`config.mk`:
```
export PLATFORM = sky130hd
export DESIGN_NAME = subsoc_wb_si_to_nt_flat
export DESIGN_NICKNAME = d
export VERILOG_FILES = /design/src/rtl/subsoc_wb_si_to_nt_if.sv /design/src/rtl/subsoc_wb_si_to_nt.sv /design/src/flat_wrapper.sv
export SDC_FILE = /design/constraint.sdc
export NUM_CORES = 1
export LEC_CHECK = 0
export CAP_MARGIN = 20
export CORE_MARGIN = 4
export CORE_UTILIZATION = 40
export CTS_CLUSTER_SIZE = 12
export DETAILED_ROUTE_END_ITERATION = 10
export PLACE_DENSITY = 0.78
export SYNTH_ARGS = -nofsm -noshare
export SYNTH_HDL_FRONTEND = slang
export SYNTH_SLANG_ARGS = --single-unit
```
`constraint.sdc`:
```
create_clock -name wb_clk_i -period 3.11 [get_ports wb_clk_i]
set_input_delay 0.311 -clock wb_clk_i [delete_from_list [all_inputs] [get_ports wb_clk_i]]
set_output_delay 0.311 -clock wb_clk_i [all_outputs]
set_load 0.02 [all_outputs]
```
`src/rtl/subsoc_wb_si_to_nt_if.sv`:
```
// Wishbone bus bundle for the single-initiator to N-target bridge.
// Carries the initiator-side port and the fanned-out target-side port.
interface subsoc_wb_si_to_nt_if #(
  parameter int NT = 3
);
  // initiator side
  logic             i_wb_cyc_i;
  logic             i_wb_stb_i;
  logic             i_wb_we_i;
  logic [31:0]      i_wb_adr_i;
  logic [3:0]       i_wb_sel_i;
  logic [31:0]      i_wb_dat_i;
  logic [31:0]      i_wb_dat_o;
  logic             i_wb_ack_o;
  logic             i_wb_err_o;
  // target side
  logic [NT-1:0]    t_wb_cyc_o;
  logic [NT-1:0]    t_wb_stb_o;
  logic [31:0]      t_wb_adr_o;
  logic [3:0]       t_wb_sel_o;
  logic             t_wb_we_o;
  logic [31:0]      t_wb_dat_o;
  logic [NT*32-1:0] t_wb_dat_i;
  logic [NT-1:0]    t_wb_ack_i;
  logic [NT-1:0]    t_wb_err_i;

  // bridge view
  modport slave (
    input  i_wb_cyc_i, i_wb_stb_i, i_wb_we_i, i_wb_adr_i, i_wb_sel_i, i_wb_dat_i,
    output i_wb_dat_o, i_wb_ack_o, i_wb_err_o,
    output t_wb_cyc_o, t_wb_stb_o, t_wb_adr_o, t_wb_sel_o, t_wb_we_o, t_wb_dat_o,
    input  t_wb_dat_i, t_wb_ack_i, t_wb_err_i
  );

  // environment view: drives the initiator requests and the target responses
  modport master (
    output i_wb_cyc_i, i_wb_stb_i, i_wb_we_i, i_wb_adr_i, i_wb_sel_i, i_wb_dat_i,
    input  i_wb_dat_o, i_wb_ack_o, i_wb_err_o,
    input  t_wb_cyc_o, t_wb_stb_o, t_wb_adr_o, t_wb_sel_o, t_wb_we_o, t_wb_dat_o,
    output t_wb_dat_i, t_wb_ack_i, t_wb_err_i
  );
endinterface

```
`src/rtl/subsoc_wb_si_to_nt.sv`:
```
// Wishbone single-initiator to N-target bridge: address decode, one
// registered transfer at a time, target timeout, error count/address log.
module subsoc_wb_si_to_nt #(
  parameter int              NT     = 3,
  parameter logic [NT*32-1:0] T_BASE = {32'h9e000000, 32'h9d000000, 32'h00000000},
  parameter logic [NT*32-1:0] T_MASK = {32'hff000000, 32'hff000000, 32'hff000000},
  parameter logic [15:0]     TO_CYC = 16'd255
) (
  input  logic                        wb_clk_i,
  input  logic                        wb_rst_n_i,
  subsoc_wb_si_to_nt_if.slave         bus,
  output logic [15:0]                 err_cnt_o,
  output logic [31:0]                 err_adr_o
);

  typedef enum logic [1:0] {IDLE, BUSY, RESP} state_t;

  state_t        state;
  logic [NT-1:0] hit;
  logic [NT-1:0] pick;
  logic [NT-1:0] sel_reg;
  logic [15:0]   to_cnt;
  logic [31:0]   rd_mux;
  logic          ack_hit;
  logic          err_hit;
  logic          to_exp;
  logic [15:0]   err_cnt_inc;

  // per-target address match
  for (genvar gi = 0; gi < NT; gi++) begin : g_dec
    assign hit[gi] = (bus.i_wb_adr_i & T_MASK[gi*32 +: 32]) ==
                     (T_BASE[gi*32 +: 32] & T_MASK[gi*32 +: 32]);
  end

  // lowest matching target wins: isolate the lowest set bit
  assign pick = hit & (~hit + {{(NT-1){1'b0}}, 1'b1});

  // read data from the selected target (select is one-hot)
  always_comb begin
    rd_mux = '0;
    for (int k = 0; k < NT; k++) begin
      if (sel_reg[k]) rd_mux = rd_mux | bus.t_wb_dat_i[k*32 +: 32];
    end
  end

  assign ack_hit     = |(bus.t_wb_ack_i & sel_reg);
  assign err_hit     = |(bus.t_wb_err_i & sel_reg);
  assign to_exp      = (TO_CYC != 16'd0) && (to_cnt == TO_CYC - 16'd1);
  assign err_cnt_inc = err_cnt_o + {15'd0, (err_cnt_o != 16'hffff)};

  // transfer FSM with registered bus outputs
  always_ff @(posedge wb_clk_i or negedge wb_rst_n_i) begin
    if (!wb_rst_n_i) begin
      state          <= IDLE;
      sel_reg        <= '0;
      to_cnt         <= '0;
      bus.t_wb_cyc_o <= '0;
      bus.t_wb_stb_o <= '0;
      bus.t_wb_adr_o <= '0;
      bus.t_wb_sel_o <= '0;
      bus.t_wb_we_o  <= 1'b0;
      bus.t_wb_dat_o <= '0;
      bus.i_wb_dat_o <= '0;
      bus.i_wb_ack_o <= 1'b0;
      bus.i_wb_err_o <= 1'b0;
      err_cnt_o      <= '0;
      err_adr_o      <= '0;
    end else begin
      bus.i_wb_ack_o <= 1'b0;
      bus.i_wb_err_o <= 1'b0;
      case (state)
        IDLE: begin
          if (bus.i_wb_cyc_i && bus.i_wb_stb_i) begin
            bus.t_wb_adr_o <= bus.i_wb_adr_i;
            bus.t_wb_sel_o <= bus.i_wb_sel_i;
            bus.t_wb_we_o  <= bus.i_wb_we_i;
            bus.t_wb_dat_o <= bus.i_wb_dat_i;
            sel_reg        <= pick;
            to_cnt         <= '0;
            if (|pick) begin
              state          <= BUSY;
              bus.t_wb_cyc_o <= pick;
              bus.t_wb_stb_o <= pick;
            end else begin
              // unmapped: error straight away, no target touched
              state          <= RESP;
              bus.i_wb_err_o <= 1'b1;
              err_cnt_o      <= err_cnt_inc;
              err_adr_o      <= bus.i_wb_adr_i;
            end
          end
        end
        BUSY: begin
          if (!bus.i_wb_cyc_i) begin
            // initiator abandoned the cycle: silent return to idle
            state          <= IDLE;
            bus.t_wb_cyc_o <= '0;
            bus.t_wb_stb_o <= '0;
          end else if (err_hit || (!ack_hit && to_exp)) begin
            // target error beats a simultaneous ack; timeout only if neither
            state          <= RESP;
            bus.t_wb_cyc_o <= '0;
            bus.t_wb_stb_o <= '0;
            bus.i_wb_err_o <= 1'b1;
            err_cnt_o      <= err_cnt_inc;
            err_adr_o      <= bus.t_wb_adr_o;
          end else if (ack_hit) begin
            state          <= RESP;
            bus.t_wb_cyc_o <= '0;
            bus.t_wb_stb_o <= '0;
            bus.i_wb_ack_o <= 1'b1;
            bus.i_wb_dat_o <= rd_mux;
          end else begin
            to_cnt <= to_cnt + 16'd1;
          end
        end
        RESP: begin
          state <= IDLE;
        end
        default: begin
          state <= IDLE;
        end
      endcase
    end
  end

endmodule
```
`src/flat_wrapper.sv`:
```
// flat-port wrapper written by rule: the top's interface ports become plain ports
module subsoc_wb_si_to_nt_flat 
#(
  parameter int              NT     = 3,
  parameter logic [NT*32-1:0] T_BASE = {32'h9e000000, 32'h9d000000, 32'h00000000},
  parameter logic [NT*32-1:0] T_MASK = {32'hff000000, 32'hff000000, 32'hff000000},
  parameter logic [15:0]     TO_CYC = 16'd255
)
  (wb_clk_i, wb_rst_n_i, err_cnt_o, err_adr_o, bus_i_wb_cyc_i, bus_i_wb_stb_i, bus_i_wb_we_i, bus_i_wb_adr_i, bus_i_wb_sel_i, bus_i_wb_dat_i, bus_i_wb_dat_o, bus_i_wb_ack_o, bus_i_wb_err_o, bus_t_wb_cyc_o, bus_t_wb_stb_o, bus_t_wb_adr_o, bus_t_wb_sel_o, bus_t_wb_we_o, bus_t_wb_dat_o, bus_t_wb_dat_i, bus_t_wb_ack_i, bus_t_wb_err_i);
  subsoc_wb_si_to_nt_if #(.NT(NT)) bus_i ();
  input  logic wb_clk_i;
  input  logic wb_rst_n_i;
  output logic [15:0] err_cnt_o;
  output logic [31:0] err_adr_o;
  input wire logic [$bits(bus_i.i_wb_cyc_i)-1:0] bus_i_wb_cyc_i;
  input wire logic [$bits(bus_i.i_wb_stb_i)-1:0] bus_i_wb_stb_i;
  input wire logic [$bits(bus_i.i_wb_we_i)-1:0] bus_i_wb_we_i;
  input wire logic [$bits(bus_i.i_wb_adr_i)-1:0] bus_i_wb_adr_i;
  input wire logic [$bits(bus_i.i_wb_sel_i)-1:0] bus_i_wb_sel_i;
  input wire logic [$bits(bus_i.i_wb_dat_i)-1:0] bus_i_wb_dat_i;
  output wire logic [$bits(bus_i.i_wb_dat_o)-1:0] bus_i_wb_dat_o;
  output wire logic [$bits(bus_i.i_wb_ack_o)-1:0] bus_i_wb_ack_o;
  output wire logic [$bits(bus_i.i_wb_err_o)-1:0] bus_i_wb_err_o;
  output wire logic [$bits(bus_i.t_wb_cyc_o)-1:0] bus_t_wb_cyc_o;
  output wire logic [$bits(bus_i.t_wb_stb_o)-1:0] bus_t_wb_stb_o;
  output wire logic [$bits(bus_i.t_wb_adr_o)-1:0] bus_t_wb_adr_o;
  output wire logic [$bits(bus_i.t_wb_sel_o)-1:0] bus_t_wb_sel_o;
  output wire logic [$bits(bus_i.t_wb_we_o)-1:0] bus_t_wb_we_o;
  output wire logic [$bits(bus_i.t_wb_dat_o)-1:0] bus_t_wb_dat_o;
  input wire logic [$bits(bus_i.t_wb_dat_i)-1:0] bus_t_wb_dat_i;
  input wire logic [$bits(bus_i.t_wb_ack_i)-1:0] bus_t_wb_ack_i;
  input wire logic [$bits(bus_i.t_wb_err_i)-1:0] bus_t_wb_err_i;
  assign bus_i.i_wb_cyc_i = bus_i_wb_cyc_i;
  assign bus_i.i_wb_stb_i = bus_i_wb_stb_i;
  assign bus_i.i_wb_we_i = bus_i_wb_we_i;
  assign bus_i.i_wb_adr_i = bus_i_wb_adr_i;
  assign bus_i.i_wb_sel_i = bus_i_wb_sel_i;
  assign bus_i.i_wb_dat_i = bus_i_wb_dat_i;
  assign bus_i_wb_dat_o = bus_i.i_wb_dat_o;
  assign bus_i_wb_ack_o = bus_i.i_wb_ack_o;
  assign bus_i_wb_err_o = bus_i.i_wb_err_o;
  assign bus_t_wb_cyc_o = bus_i.t_wb_cyc_o;
  assign bus_t_wb_stb_o = bus_i.t_wb_stb_o;
  assign bus_t_wb_adr_o = bus_i.t_wb_adr_o;
  assign bus_t_wb_sel_o = bus_i.t_wb_sel_o;
  assign bus_t_wb_we_o = bus_i.t_wb_we_o;
  assign bus_t_wb_dat_o = bus_i.t_wb_dat_o;
  assign bus_i.t_wb_dat_i = bus_t_wb_dat_i;
  assign bus_i.t_wb_ack_i = bus_t_wb_ack_i;
  assign bus_i.t_wb_err_i = bus_t_wb_err_i;
  subsoc_wb_si_to_nt #(.NT(NT), .T_BASE(T_BASE), .T_MASK(T_MASK), .TO_CYC(TO_CYC)) u_core (.wb_clk_i(wb_clk_i), .wb_rst_n_i(wb_rst_n_i), .bus(bus_i), .err_cnt_o(err_cnt_o), .err_adr_o(err_adr_o));
endmodule
```
### Yosys cells after proc, flatten, opt, wreduce, memory -nomap -nowiden

Cells that the tools add are included.

* register bits after elaboration: 175
* output and inout bits: 157

* add/sub/neg operators: 3
* eq/ne operators: 13
* multiplexer cells: 39
* bitwise logic cells: 7
* reductions and logical operators: 16

Operator list (count)
* 2-to-1 mux 32 bit: 7
* 2-to-1 mux 16 bit: 8
* OR 32 bit: 2
* one-hot mux 16 bit (2 select lines): 2
* one-hot mux 32 bit (2 select lines): 1
* logical NOT 32 bit: 1
* adder 16 x 1 -> 16 bit: 1
* adder 16 x 1 -> 16 bit (second input constant): 1
* == test 16 x 8 -> 1 bit (second input constant): 1
* == test 8 bit (second input constant): 2
* != test 16 bit (second input constant): 1
* 2-to-1 mux 3 bit: 5
* 2-to-1 mux 2 bit: 5
* AND reduction 5 bit: 2
* AND 3 bit: 3
* OR reduction 3 bit: 3
* 2-to-1 mux 1 bit: 8
* != test 2 bit (second input constant): 4
* AND reduction 4 bit: 2
* != test 2 x 1 -> 1 bit (second input constant): 3
* one-hot mux 3 bit (2 select lines): 1
* != test 4 x 2 -> 1 bit (second input constant): 1
* one-hot mux 2 bit (2 select lines): 1
* AND reduction 2 bit: 2
* 10 further kinds: 11

### Longest topological paths before layout

Gate-level depths: netlist (run 1).

* depth in word-level cells: 8
* depth in mapped cells: 10

### Least setup slack after synthesis (run 1)

Ideal clock, no wire load.

* kind: register -> register
* from: register u_core.err_cnt_o[4]
* to: register u_core.err_cnt_o[15]
* arrival: 2.042 ns
* data required time: 2.981 ns
* slack: 0.939 ns
* cell stages (with the launch flop): 11
* cell sequence: dfrtp_1 -> and4_1 -> and3_1 -> and2_1 -> nand4_1 -> ha_1 -> and2_1 -> clkbuf_1 -> and4_1 -> o21ai_0 -> xnor2_1

* cells in the longest elaborated chain, start to end: 5
* elaborated cells between the ends (all ways): 7

Ends and longest elaborated chain
* start, declared: line subsoc_wb_si_to_nt.sv:12 `output logic [15:0] err_cnt_o,`
* start signal, assigned: line subsoc_wb_si_to_nt.sv:88 `err_cnt_o <= err_cnt_inc;`
* start signal, assigned: line subsoc_wb_si_to_nt.sv:105 `err_cnt_o <= err_cnt_inc;`
* != test 16 bit: line subsoc_wb_si_to_nt.sv:49 `assign err_cnt_inc = err_cnt_o + {15'd0, (err_cnt_o != 16'hffff)};`
* adder 16 x 1 -> 16 bit (*): line subsoc_wb_si_to_nt.sv:49
* 2-to-1 mux 16 bit (on tied branches): line subsoc_wb_si_to_nt.sv:99, subsoc_wb_si_to_nt.sv:80
* 2-to-1 mux 16 bit (on tied branches): line subsoc_wb_si_to_nt.sv:94, subsoc_wb_si_to_nt.sv:73
* one-hot mux 16 bit (2 select lines) (*): line subsoc_wb_si_to_nt.sv:71 `case (state)`

Mark *: on every way between the ends. The rest lies on a longest branch, timed or not. The select of a mux whose other input is x is not followed.
A chain may end at the register's enable or synchronous reset.

### Worst setup path in the final report (run 1)

* from: input bus_i_wb_adr_i[24]
* to: register u_core.err_adr_o[1]

* cells in the longest elaborated chain, start to end: 7
* elaborated cells between the ends (all ways): 9

Ends and longest elaborated chain
* start, declared: line flat_wrapper.sv:18 `input wire logic [$bits(bus_i.i_wb_adr_i)-1:0] bus_i_wb_adr_i;`
* logical NOT 32 bit / == test 8 bit (equally long branches): line subsoc_wb_si_to_nt.sv:31 `assign hit[gi] = (bus.i_wb_adr_i & T_MASK[gi*32 +: 32]) ==`
* inverter 3 bit: line subsoc_wb_si_to_nt.sv:36 `assign pick = hit & (~hit + {{(NT-1){1'b0}}, 1'b1});`
* adder 3 x 1 -> 3 bit: line subsoc_wb_si_to_nt.sv:36
* AND 3 bit (*): line subsoc_wb_si_to_nt.sv:36
* OR reduction 3 bit (*): line subsoc_wb_si_to_nt.sv:80 `if (|pick) begin`
* != test 2 bit (no line) (*)
* AND reduction 5 bit (no line) (*)
* end signal, assigned: line subsoc_wb_si_to_nt.sv:89 `err_adr_o <= bus.i_wb_adr_i;`
* end signal, assigned: line subsoc_wb_si_to_nt.sv:106 `err_adr_o <= bus.t_wb_adr_o;`
* end, declared: line subsoc_wb_si_to_nt.sv:13 `output logic [31:0] err_adr_o`

Mark *: on every way between the ends. The rest lies on a longest branch, timed or not.

==> impl_metrics.json, run 1 <==
{
  "status": "completed",
  "cts-root-buf": "clkbuf_16",
  "place_inst": 1409,
  "pwr-share-clk": 0.323,
  "grt_overflow_total": 0,
  "arrival_ps": 2710,
  "ys_types": 45,
  "rsz0062_at_grt": "no",
  "utilization": 0.624,
  "syn-num-nets": 1026,
  "viasPerCell": 5.21,
  "critPathLaunch": "bus_i_wb_adr_i[24]",
  "synth_warnings": 0,
  "setup_viol": 0,
  "dp_slack_ps": 265,
  "fp.dieW_um": 150,
  "htree_levels": 4,
  "numClockSinks": 175,
  "cts_buffers": 17,
  "rr_worst_depth": 8,
  "timing.critical_path.to": "u_core.err_adr_o[1]",
  "slew_headroom": 0.435,
  "ir_drop_v": 0.000366,
  "grt_pass1_vias": 7461,
  "fill_cells": 1668,
  "worstPathMaxFanout": 35,
  "avgSynthCellArea_um2": 9.55,
  "final_common_cell": "clkdlybuf4s50_1",
  "worstPathRequired_ps": 3420,
  "clkLatencyLatePin_ps": 420,
  "p_seq_frac": 0.418,
  "timing.final.crit_period_ps": 2400,
  "syn_inst": 847,
  "vias": 7517,
  "swShare": 0.296,
  "timing_max_transition_violations_final": 0,
  "finalPower_mw": 6.56,
  "layout.cells.non_filler": 1443,
  "r2r-start": "u_core.to_cnt[0]",
  "hold_violations": 0,
  "mostFrequentLayoutCells": "330 x clkdlybuf4s50_1, 320 x nand2_1, 175 x dfrtp_1",
  "cp-end-kind": "register",
  "path_class": "input port to register",
  "synth_top_area_share": 0.541,
  "leakage_nw": 5.59,
  "start_util": 0.412,
  "synth.area.top_cells": "dfrtp_1 54%, nand2_1 15%, mux2_4 5.4%, a222oi_1 4.2%, a21oi_1 2.4%",
  "clock_path_buffers": 2,
  "timing.rr.end": "u_core.to_cnt[3]",
  "timing.fmax_mhz": 417,
  "io_pins": 332,
  "grt_usage": 0.232,
  "start_kind": "input port",
  "nNetsFinal": 1343,
  "pwr-share-comb": 0.259,
  "setup-tns-final_ps": 0,
  "detail-route-antenna-nets": 0,
  "drv_cap": 0,
  "tightest_slew_ps": 847,
  "first_iter_violations": 443,
  "ys_seq_elements": 175,
  "final_design_area_no_fill_mm2": 0.0123,
  "io_buffers": 331,
  "grt_pass1_wl_um": 41100,
  "synth_edf_count": 0,
  "dp_hpwl_um": 19300,
  "drt-total-wl_um": 26700,
  "firstDrtPassIters": 7,
  "regToRegSetupSlack_ps": 750,
  "cts.clk_slew.worst_paths_ps": 70,
  "synth_ff_type": "dfrtp_1",
  "globalplace.congestion": 0.874,
  "synth_area_leader_cell": "dfrtp_1",
  "multiInputGateArea_mm2": 0.00344,
  "cts_tree": "done",
  "placed_cell_area_mm2": 0.0117,
  "drive_gt1_frac": 0.0833,
  "fp.dieArea_mm2": 0.0226,
  "core_mm2": 0.0197,
  "route.detailed.drc": 0,
  "pwr_density_cell_mw_per_mm2": 534,
  "p_switching_mw": 1.94,
  "register_area_mm2": 0.00438,
  "wl_per_cell_um": 18.5,
  "fin_ws_ps": 713,
  "cts_setup_buffers": 0,
  "fin_worst_skew_ps": 13.8,
  "syn_area_mm2": 0.00809,
  "period_share": 0.771,
  "fin_hold_ws_ps": 412,
  "antenna_found_initial": 0,
  "num_rows": 51,
  "synthArstFlopShare": 1.00,
  "ys_seq_area_frac": 0.541,
  "hp-class": "input port to register",
  "grt_max_degree": 81,
  "fp.dieH_um": 150,
  "syn_to_final_growth_pct": 51.7,
  "intPower_mw": 4.61
}
-- critical path, cell delays in order --
cell and delay (ps):
clkdlybuf4s50_1 540, or4_1 600, nor3_2 250, nor4b_2 140, o21ai_4 190, buf_12 280
mux2_2 370
-- power by group through the flow --
stage | sequential (mW) | clock, mW | combinational [mW]
3_3_place_gp | 2.76 | 0 | 1.68
4_1_cts | 2.74 | 2.17 | 1.72
3_5_place_dp | 2.77 | 0 | 1.71
6_report | 2.74 | 2.12 | 1.70
5_1_grt | 2.78 | 2.27 | 1.81
2_1_floorplan | 3.07 | 0 | 0.409
-- layout make-up --
cell class | instances | area share
diodes | 1 | 0.000204
inverters | 9 | 0.00275
repair buffers | 352 | 0.285
flip-flops and latches | 175 | 0.357
clock buffers | 21 | 0.0392
well taps | 265 | 0.0270
clock inverters | 11 | 0.00836
multi-input cells | 609 | 0.280
-- worst min path at each step --
stage / from / end / cells past startpoint
after detailed placement: wb_rst_n_i / u_core.bus.t_wb_adr_o[9] / 1
after global routing: bus_i_wb_sel_i[1] / u_core.bus.t_wb_sel_o[1] / 3
after floorplan: wb_rst_n_i / u_core.bus.i_wb_ack_o / 0
after CTS: bus_i_wb_dat_i[18] / u_core.bus.t_wb_dat_o[18] / 3
final: bus_i_wb_dat_i[3] / u_core.bus.t_wb_dat_o[3] / 3
after global placement: wb_rst_n_i / u_core.bus.t_wb_adr_o[9] / 1
-- routing by layer --
layer,vias to the layer above,GRT usage,share of wire
met5,-,0,0
met1,3629,0.285,0.39
met4,0,0.0938,0.032
met2,303,0.385,0.49
li1,3543,-,-
met3,42,0.0656,0.085
-- cell usage after synthesis, drive strengths merged (10+ instances only) --
| master | number |
|---|---|
| dfrtp | 175 |
| nor2 | 45 |
| nand2 | 320 |
| o21ai | 27 |
| a21oi | 38 |
| xnor2 | 14 |
| buf | 15 |
| o31ai | 10 |
| mux2 | 34 |
| clkbuf | 39 |
| a222oi | 34 |
-- cell families after synthesis --
group	share of synthesized area
simple gates	0.219
flops	0.541
compound gates	0.119
xor+xnor	0.0152
buf+inv	0.0381
mux	0.0608
fa+ha+maj	0.00619
-- repair_timing --
item,CTS,global route
hold buffers,1,0
endpoints found under the hold margin,77,0
resized for setup,0,0
(Power assumes the default switching activity.)
==> run 2: changes to the inputs <==
==> constraint.sdc (replaced) <==
create_clock -name wb_clk_i -period 2.3 [get_ports wb_clk_i]
set_input_delay 0.23 -clock wb_clk_i [delete_from_list [all_inputs] [get_ports wb_clk_i]]
set_output_delay 0.23 -clock wb_clk_i [all_outputs]
set_load 0.02 [all_outputs]
==> impl_metrics.json, run 2 (synthesized netlist as in run 1, its figures left out) <==
{
  "top_usage_layer": "met2",
  "path_class": "register to register",
  "fin_worst_skew_ps": 8.85,
  "timing.rr.end": "u_core.err_cnt_o[14]",
  "grt_overflow_total": 0,
  "cts-root-buf": "clkbuf_16",
  "fp.dieW_um": 150,
  "globalplace.congestion": 0.822,
  "grt_util_met3": 0.0783,
  "intPower_mw": 6.32,
  "setup_viol": 0,
  "leakage_nw": 5.76,
  "worstPathRequired_ps": 2650,
  "numClockSinks": 175,
  "grt_usage": 0.241,
  "dp_hpwl_um": 20300,
  "grt_max_degree": 73,
  "grt_pass1_vias": 7880,
  "fp.dieArea_mm2": 0.0226,
  "cts.clk_slew.worst_paths_ps": 70,
  "dp_slack_ps": -472,
  "status": "completed",
  "ir_drop_v": 0.000487,
  "grtUsageMet1": 0.282,
  "period_share": 0.952,
  "pwr-share-comb": 0.264,
  "nNetsFinal": 1373,
  "pwr_density_cell_mw_per_mm2": 715,
  "antenna_found_initial": 4,
  "drt-total-wl_um": 27600,
  "hold_violations": 0,
  "final_common_cell": "clkdlybuf4s50_1",
  "timing_max_transition_violations_final": 0,
  "hp-class": "input port to register",
  "core_mm2": 0.0197,
  "firstDrtPassIters": 7,
  "cts_setup_buffers": 0,
  "fp.dieH_um": 150,
  "swShare": 0.299,
  "cts_tree": "done",
  "cts_buffers": 17,
  "vias": 7613,
  "num_rows": 51,
  "cp-end-kind": "register",
  "fin_ws_ps": 111,
  "arrival_ps": 2540,
  "fill_cells": 1650,
  "start_kind": "register",
  "drive_gt1_frac": 0.107,
  "fin_hold_ws_ps": 324,
  "clkLatencyLatePin_ps": 420,
  "detail-route-antenna-nets": 0,
  "syn_to_final_growth_pct": 55.8,
  "drv_cap": 0,
  "p_switching_mw": 2.69,
  "route.detailed.drc": 0,
  "timing.fmax_mhz": 457,
  "start_util": 0.412,
  "first_iter_violations": 465,
  "slew_headroom": 0.589,
  "htree_levels": 4,
  "worstPathMaxFanout": 6,
  "p_seq_frac": 0.410,
  "rr_worst_depth": 10,
  "tightest_slew_ps": 616,
  "io_pins": 332,
  "regToRegSetupSlack_ps": 110,
  "timing.final.crit_period_ps": 2190,
  "use_met2": 0.415,
  "r2r-start": "u_core.err_cnt_o[6]",
  "io_buffers": 331,
  "mostFrequentLayoutCells": "330 x clkdlybuf4s50_1, 320 x nand2_1, 175 x dfrtp_1",
  "wl_per_cell_um": 18.7,
  "pwr-share-clk": 0.326,
  "clock_path_buffers": 2,
  "critPathLaunch": "u_core.err_cnt_o[6]",
  "timing.critical_path.to": "u_core.err_cnt_o[14]",
  "grt_pass1_wl_um": 42700,
  "viasPerCell": 5.16
}
run 2: changes by cell type in the layout (fill, tap and decap cells not counted), sizes merged:
| cell | before | now |
|---|---|---|
| diode | 1 | 4 |
| clkbuf | 21 | 19 |
| bufinv | 1 | 2 |
| clkinvlp | 0 | 2 |
| clkinv | 5 | 4 |
| buf | 21 | 50 |
run 2: worst min path at each step:
stage | slack [ps] | from | cells past startpoint | endpoint
2_1_floorplan | -70 | wb_rst_n_i | 0 | u_core.bus.i_wb_ack_o
5_1_grt | 320 | bus_i_wb_sel_i[3] | 3 | u_core.bus.t_wb_sel_o[3]
4_1_cts | 300 | bus_i_wb_dat_i[1] | 3 | u_core.bus.t_wb_dat_o[1]
6_report | 320 | bus_i_wb_dat_i[14] | 3 | u_core.bus.t_wb_dat_o[14]
3_3_place_gp | 250 | wb_rst_n_i | 1 | u_core.err_adr_o[6]
3_5_place_dp | 250 | wb_rst_n_i | 1 | u_core.err_adr_o[4]
run 2: timing repair:
item | CTS | global route
endpoints found under the hold margin | 54 | 0
gates resized for setup | 0 | 2
hold buffers | 1 | 0
setup endpoints to repair | 0 | 6
run 2: layout make-up:
class	count	area (um2)	area share
Inverter	9	33.8	0.00268
Clock buffer	18	439	0.0348
Clock inverter	13	155	0.0123
Tap cell	265	332	0.0263
Antenna cell	4	10.0	0.000794
Timing Repair Buffer	382	3810	0.302
Multi-Input combinational cell	609	3440	0.273
Sequential cell	175	4380	0.347
run 2: power groups by stage:
stage / Combinational, mW / Sequential, mW / Clock (mW)
5_1_grt: 2.54 / 3.74 / 3.17
6_report: 2.38 / 3.69 / 2.94
4_1_cts: 2.40 / 3.69 / 3.02
3_3_place_gp: 2.36 / 3.73 / 0
3_5_place_dp: 2.39 / 3.74 / 0
2_1_floorplan: 0.553 / 4.16 / 0
run 2: metal layers:
metal | share of wire | up-vias
met5 | 0 | -
met4 | 0.026 | 0
met3 | 0.093 | 38
met2 | 0.50 | 296
met1 | 0.38 | 3665
li1 | - | 3614
run 2: worst max-delay path, cell delays in order (launching register included):
cell and delay, ps:
dfrtp_1 420, and4_4 250, and3_1 220, and2_1 160, nand4_1 100, ha_1 200, ha_1 190, and2_0 150
buf_4 160, o2111ai_1 120, xnor2_1 140
run 2: through the flow:
step | cells | TNS, ps | util | instance area [um2] | power (mW)
3_5_place_dp | 1438 | -13310 | 0.609 | 12000 | 6.13
5_1_grt | 1475 | -20.1 | 0.641 | 12600 | 9.45
2_1_floorplan | 847 | 0 | - | 8090 | 4.71
4_1_cts | 1470 | 0 | 0.640 | 12600 | 9.11
6_report | 1475 | 0 | 0.641 | 12600 | 9.01
3_3_place_gp | 1438 | -11750 | 0.609 | 12000 | 6.08
